$ cat src/rtl/exe_div_unit.sv
// exe_div_unit: iterative radix-2 restoring divider for MIPS DIV/DIVU in the EXE stage
module exe_div_unit #(
  parameter int WIDTH = 32
) (
  input  logic             clk,
  input  logic             rst,
  input  logic             EXE_DivStart,
  input  logic             EXE_DivSigned,
  input  logic [WIDTH-1:0] EXE_ResultA,
  input  logic [WIDTH-1:0] EXE_ResultB,
  input  logic             EXE_Flush,
  output logic             EXE_DivBusy,
  output logic             EXE_DivDone,
  output logic [WIDTH-1:0] EXE_DivLO,
  output logic [WIDTH-1:0] EXE_DivHI
);
  localparam int CNT_W = $clog2(WIDTH);
  typedef enum logic [1:0] {S_IDLE, S_DIV, S_SIGN, S_DONE} state_t;
  state_t             r_state;
  logic [CNT_W-1:0]   r_cnt;
  logic [WIDTH-1:0]   r_divisor;
  logic [WIDTH-1:0]   r_rem;
  logic [WIDTH-1:0]   r_quo;
  logic               r_qneg;
  logic               r_rneg;
  logic [WIDTH-1:0]   r_lo;
  logic [WIDTH-1:0]   r_hi;
  logic               w_a_neg;
  logic               w_b_neg;
  logic [WIDTH-1:0]   w_a_mag;
  logic [WIDTH-1:0]   w_b_mag;
  logic [WIDTH:0]     w_shift;
  logic               w_ge;
  logic [WIDTH-1:0]   w_sub;
  logic               w_accept;
  // Operand magnitudes and one restoring step; the shifted remainder is WIDTH+1 bits wide
  // but the post-subtract value is always below the divisor, so WIDTH bits suffice for it.
  always_comb begin
    w_a_neg  = EXE_DivSigned & EXE_ResultA[WIDTH-1];
    w_b_neg  = EXE_DivSigned & EXE_ResultB[WIDTH-1];
    w_a_mag  = w_a_neg ? -EXE_ResultA : EXE_ResultA;
    w_b_mag  = w_b_neg ? -EXE_ResultB : EXE_ResultB;
    w_shift  = {r_rem, r_quo[WIDTH-1]};
    w_ge     = w_shift >= {1'b0, r_divisor};
    w_sub    = w_shift[WIDTH-1:0] - r_divisor;
    w_accept = EXE_DivStart & (r_state == S_IDLE || r_state == S_DONE);
  end
  // Control FSM and datapath. A zero divisor yields an all-ones magnitude quotient and
  // |A| as remainder, so suppressing the quotient sign for B==0 gives LO=-1 and HI=A.
  always_ff @(posedge clk or posedge rst) begin
    if (rst) begin
      r_state   <= S_IDLE;
      r_cnt     <= '0;
      r_divisor <= '0;
      r_rem     <= '0;
      r_quo     <= '0;
      r_qneg    <= 1'b0;
      r_rneg    <= 1'b0;
      r_lo      <= '0;
      r_hi      <= '0;
    end else if (EXE_Flush) begin
      r_state <= S_IDLE;
    end else begin
      case (r_state)
        S_DIV: begin
          r_rem   <= w_ge ? w_sub : w_shift[WIDTH-1:0];
          r_quo   <= {r_quo[WIDTH-2:0], w_ge};
          r_cnt   <= r_cnt - 1'b1;
          r_state <= (r_cnt == '0) ? S_SIGN : S_DIV;
        end
        S_SIGN: begin
          r_lo    <= r_qneg ? -r_quo : r_quo;
          r_hi    <= r_rneg ? -r_rem : r_rem;
          r_state <= S_DONE;
        end
        default: begin
          if (w_accept) begin
            r_divisor <= w_b_mag;
            r_quo     <= w_a_mag;
            r_rem     <= '0;
            r_qneg    <= (w_a_neg ^ w_b_neg) & (|EXE_ResultB);
            r_rneg    <= w_a_neg;
            r_cnt     <= CNT_W'(WIDTH - 1);
            r_state   <= S_DIV;
          end else begin
            r_state <= S_IDLE;
          end
        end
      endcase
    end
  end
  assign EXE_DivBusy = (r_state == S_DIV) || (r_state == S_SIGN);
  assign EXE_DivDone = (r_state == S_DONE);
  assign EXE_DivLO   = r_lo;
  assign EXE_DivHI   = r_hi;
endmodule

$ cat config.mk
export PLATFORM = sky130hd
export DESIGN_NAME = exe_div_unit
export DESIGN_NICKNAME = d
export VERILOG_FILES = /design/src/rtl/exe_div_unit.sv
export SDC_FILE = /design/constraint.sdc
export NUM_CORES = 1
export LEC_CHECK = 0
export ABC_CLOCK_PERIOD_IN_PS = 6600
export BUFFER_PORTS_ARGS = -buffer_cell sky130_fd_sc_hd__buf_4
export CELL_PAD_IN_SITES_DETAIL_PLACEMENT = 0
export CELL_PAD_IN_SITES_GLOBAL_PLACEMENT = 1
export CORE_AREA = 4 4 160 162
export CTS_BUF_LIST = sky130_fd_sc_hd__clkbuf_4 sky130_fd_sc_hd__clkbuf_8
export CTS_CLUSTER_DIAMETER = 80
export CTS_CLUSTER_SIZE = 25
export DETAILED_ROUTE_END_ITERATION = 8
export DIE_AREA = 0 0 164 166
export PLACE_DENSITY = 0.92
export SYNTH_ARGS = -nofsm -noshare
export SYNTH_HDL_FRONTEND = slang
export SYNTH_SLANG_ARGS = --single-unit
$ cat constraint.sdc
create_clock -name clk -period 6.6 [get_ports clk]
set_input_delay 1.32 -clock clk [delete_from_list [all_inputs] [get_ports clk]]
set_output_delay 1.32 -clock clk [all_outputs]
set_load 0.05 [all_outputs]
Word level (Yosys, flattened, before mapping). Index checks and enable logic that the tools add are counted.

Bits in registers: 169. Bits in latches: 0. Memory bits (writable): 0. Bits in read-only memories: 0. Output and inout bits: 66. Memories: 0.

$add $sub $neg: 6. Multipliers: 0. Div/mod/pow operators: 0. Magnitude comparators: 1. Eq/ne operators: 3. Shift operators: 0. Multiplexer cells: 15. Bitwise operators: 8. Reductions and logical operators: 10.

Operators with widths (count): $mux W32 (7); $neg A32 Y32 (4); $pmux W32 S2 (2); $ge A33 B32 Y1 (1); $reduce_or A32 Y1 (1); $sub A32 B32 Y32 (1); $pmux W5 S2 (1); $reduce_and A3 Y1 (2); $logic_not A5 Y1 (1); $mux W5 (1); $sub A5 B1 Y5 const B (1); $and A1 B1 Y1 (4); $eq A2 B2 Y1 const B (2); $mux W2 (2); $pmux W2 S2 (1); $not A1 Y1 (3); $eq A2 B1 Y1 const B (1); $logic_not A2 Y1 (1); $logic_or A1 B1 Y1 (2); $reduce_and A2 Y1 (1); $reduce_bool A2 Y1 (1); $reduce_or A2 Y1 (1); $mux W1 (1); $xor A1 B1 Y1 (1).

Logic depth before layout (Yosys ltp).
Word-level depth: 6. Gate-level depth with buffers: 13. Gate-level depth less buffers: 13.

Worst setup path after synthesis. OpenSTA, ideal clock, no wires.

Path type: input -> register. Start point: input port EXE_ResultA[4]. End point: register r_quo[27]. Arrival time: 3483 ps. Required time: 6466 ps. Path slack: 2984 ps. Cell stages on the path: 8. Cells stage by stage: or4_1 > nor3_1 > and3_1 > nand3_1 > or4_1 > o31ai_1 > xor2_1 > o21ai_0.

Cells in the longest elaborated chain, start to end: 4.

Ends and longest elaborated chain: start: declaration (RTL line 9) `input logic [WIDTH-1:0] EXE_ResultA,`; $neg A32 Y32 (RTL line 41) `w_a_mag = w_a_neg ? -EXE_ResultA : EXE_ResultA;`; $mux W32 (RTL line 41); $mux W32 (RTL line 77) `if (w_accept) begin`; $pmux W32 S2 (RTL line 64) `case (r_state)`; end signal: assignment (RTL line 67) `r_quo <= {r_quo[WIDTH-2:0], w_ge};`; end signal: assignment (RTL line 79) `r_quo <= w_a_mag;`; end: declaration (RTL line 23) `logic [WIDTH-1:0] r_quo;`.

No other way between the ends. The select of a mux whose other input is x is not followed. A chain may end at the register's enable or synchronous reset.

Worst setup path after layout.
Start point: register r_rem[3]. End point: register r_rem[19].

Cells in the longest elaborated chain, start to end: 3. Elaborated cells on any way between the ends: 4. Those cells by class: add/sub: 1; order compare: 1; mux: 2.

Ends and longest elaborated chain: start: declaration (RTL line 22) `logic [WIDTH-1:0] r_rem;`; start signal: assignment (RTL line 66) `r_rem <= w_ge ? w_sub : w_shift[WIDTH-1:0];`; $sub A32 B32 Y32 or $ge A33 B32 Y1 (tied branches) (RTL line 45, 44); $mux W32 * (RTL line 66); $pmux W32 S2 * (RTL line 64).

Mark *: on every way between the ends. The rest lies on a longest branch, timed or not.

==> metrics.cfg <==
[worst_setup_path]
critPathArrivalTime_ns=4.42
critPathSlowestCell=o21ai_2
worstRegToRegCells=11
startpoint=r_rem[3]$_DFFE_PP0P_
startpoint_type=flop
r2r_end=r_rem[19]$_DFFE_PP0P_
crit_top_cell=nand3_1
path_cells=ha_1 -> nand3_1 -> o21bai_1 -> a311oi_1 -> o211ai_1 -> nand3_1 -> a31oi_1 -> o21ai_2 -> buf_4 -> nor2_1 -> a221o_1
critical_path.top_delay_family=compound AO/OA/AOI/OAI gates
cpPeakStageDelay_ns=0.66
crit_buf_inv=1
rrSetupSlack_ns=2.54
worst_setup_path_end_kind=flop
regToRegStartpoint=r_rem[3]$_DFFE_PP0P_
required_ns=6.96
criticalPathCategory=reg2reg
critPathMaxFanout=20

[synth]
avgSynthCellArea_sq_um=8.54
synth_seq_cells=169
seq_area_frac_synth_pct=38.8
yosysWarnings=0
synth_common_cells=196 x o21ai_0, 180 x nand2_1, 169 x dfrtp_1
yosysTopAreaCell=dfrtp_1
synth.top_cell.area_share_pct=38.8
synth_edf_count=0
synth_area_sq_um=10900
synth_cells=1277
async_flop_share_pct=100
ys_top_cells_by_area=dfrtp_1 39%, o21ai_0 9.0%, xor2_1 7.4%
synth_nets=1387
synth_cell_type_count=59
synth_most_common_cell=o21ai_0
synth_ff_type=dfrtp_1

[hold_path]
min_path_type=reg2reg
min_path_cells=2
holdPathEnd=r_divisor[26]$_DFFE_PP0P_
holdCritStartpoint=r_divisor[26]$_DFFE_PP0P_

[clock_network]
numCtsBuffers=17
hold_buffers=0
clk_pin_slew_ns=0.10
root_buffer=clkbuf_8
cts_sinks=169
postCtsSetupBuffers=0
ctsHtreeMaxLevel=4
clk_path_buf_depth=2
tritoncts=done
cts_resized=0
worstSkewPairLatency_ns=0.49

[timing]
finClkSkew_ns=0.0217
fin_crit_ns=4.06
slew_viol_final=0
finalCritPeriodShare_pct=61.6
hold_violations=0
relSlewSlack_pct=28.8
worst_slew_pin_slew_ns=1.07
setup_tns_ns=0
setup_viol=0
rsz0062_at_grt=no
max_freq_mhz=246

[die]
io_pins=135
die_h_um=166
die_w_um=164
die-area_sq_um=27200
rows=57
core_area_sq_um=24100
start_util_pct=45.3

[pwr]
power.total_mw=4.92
p_leak_nw=5.67
vdd_ir_drop_max_mv=0.191
p_per_area_nw_per_um2=391

[route]
vias=9455
antenna_left=0
first_iter_violations=825
routed_wl_um=28200
avgViaCountPerCell=5.53
drt_first_pass_iters=7
drc=0
wire_per_inst_um=16.5

[placed_design]
io_buffer_count=134
gp_congestion=0.916
placedCellCount=1679
place_area_sq_um=12200
dp.final_hpwl_um=21300

[finish]
fin_area_sq_um=12600
nets=1484
post_layout_nonfiller_instances=1711
diodes=0
post-route-util_pct=52.2
drive_gt1_share_pct=14.2
area_delta_synth_final_pct=15.2

[global_routing]
grt_pass1_vias=8860
antenna_found_initial=0
grt_max_degree=129
grt_pass1_wl_um=46100
grt_util_all_layers_pct=20.6
grt_overflow=0

[outcome]
outcome=completed

[run]
cap_violations=0

-- logic make-up (layout without fill, tap and decap cells) --
logic type | count (synthesis) | count (layout) | synth area share [%]
compound gates | 396 | 396 | 21.9
simple gates | 371 | 371 | 16.0
flops | 169 | 169 | 38.8
xor+xnor | 148 | 148 | 11.9
buf+inv | 126 | 236 | 4.35
fa+ha+maj | 41 | 41 | 4.77
mux | 26 | 26 | 2.40
-- placed cells by master (no fill, tap or decap), types with 7 or more instances in the layout --
| master | n |
|---|---|
| o31ai_1 | 21 |
| nor4_1 | 13 |
| xor2_1 | 92 |
| and3_1 | 11 |
| nand3_1 | 13 |
| or4_1 | 11 |
| nand2_1 | 180 |
| mux2i_1 | 25 |
| a22oi_1 | 29 |
| and2_1 | 10 |
| dfrtp_1 | 169 |
| a221o_1 | 7 |
| nor3_1 | 21 |
| buf_4 | 143 |
| nor2_1 | 58 |
| clkbuf_8 | 17 |
| nand4_1 | 7 |
| inv_1 | 60 |
| ha_1 | 40 |
| nor2b_1 | 9 |
| xnor2_1 | 56 |
| o21ai_0 | 196 |
| or3_1 | 9 |
| o21a_1 | 7 |
| a21oi_1 | 63 |
| o41ai_1 | 13 |
| a21o_1 | 16 |
| nand2b_1 | 7 |
-- layer usage --
layer / part of all wire, % / vias to the layer above / track usage [%]
li1: - / 4701 / -
met1: 48 / 4446 / 30.7
met2: 44 / 277 / 31.0
met3: 6.8 / 31 / 4.42
met4: 1.4 / 0 / 4.74
met5: 0 / - / 0
-- final cells by class --
cell class | instances | area, sq um
Sequential cell | 169 | 4230
Clock buffer | 17 | 234
Fill cell | 2353 | 11500
Multi-Input combinational cell | 982 | 6230
Tap cell | 324 | 405
Timing Repair Buffer | 143 | 1070
Clock inverter | 15 | 170
Inverter | 61 | 234
-- power by group --
group	switching [mW]	internal [mW]	total, mW
combinational	1.45	1.15	2.60
sequential	0.326	1.22	1.54
clock	0.455	0.320	0.775
-- worst max-delay path by stage --
stage | to | slack, ns | depth (start not counted)
6_report | r_rem[19]$_DFFE_PP0P_ | 2.54 | 11
2_1_floorplan | EXE_DivHI[0]$_DFFE_PP0P_ | 0.70 | 1
4_1_cts | r_rem[19]$_DFFE_PP0P_ | 2.58 | 11
5_1_grt | r_rem[19]$_DFFE_PP0P_ | 2.21 | 11
3_5_place_dp | r_quo[27]$_DFFE_PP0P_ | 2.48 | 9
3_3_place_gp | r_quo[27]$_DFFE_PP0P_ | 2.51 | 9
-- flip-flops by register name, summed over array words and instances (netlist names) --
register,cells
EXE_DivLO,32
r_quo,32
r_rem,32
r_divisor,32
r_cnt,5
EXE_DivHI,32
r_rneg,1
r_qneg,1
r_state,2
-- per-stage QoR --
step	setup WS [ns]	hold slack, ns
2_1_floorplan	0.705	0.450
3_5_place_dp	2.48	0.471
6_report	2.54	0.484
4_1_cts	2.58	0.494
3_3_place_gp	2.51	0.463
5_1_grt	2.21	0.508
-- tightest hold or removal path, cell delays in order (launching register included) --
cell     delay (ns)
dfrtp_1        0.35
nand2_1        0.05
o21ai_0        0.06
Power figures use the tool's default switching activity.
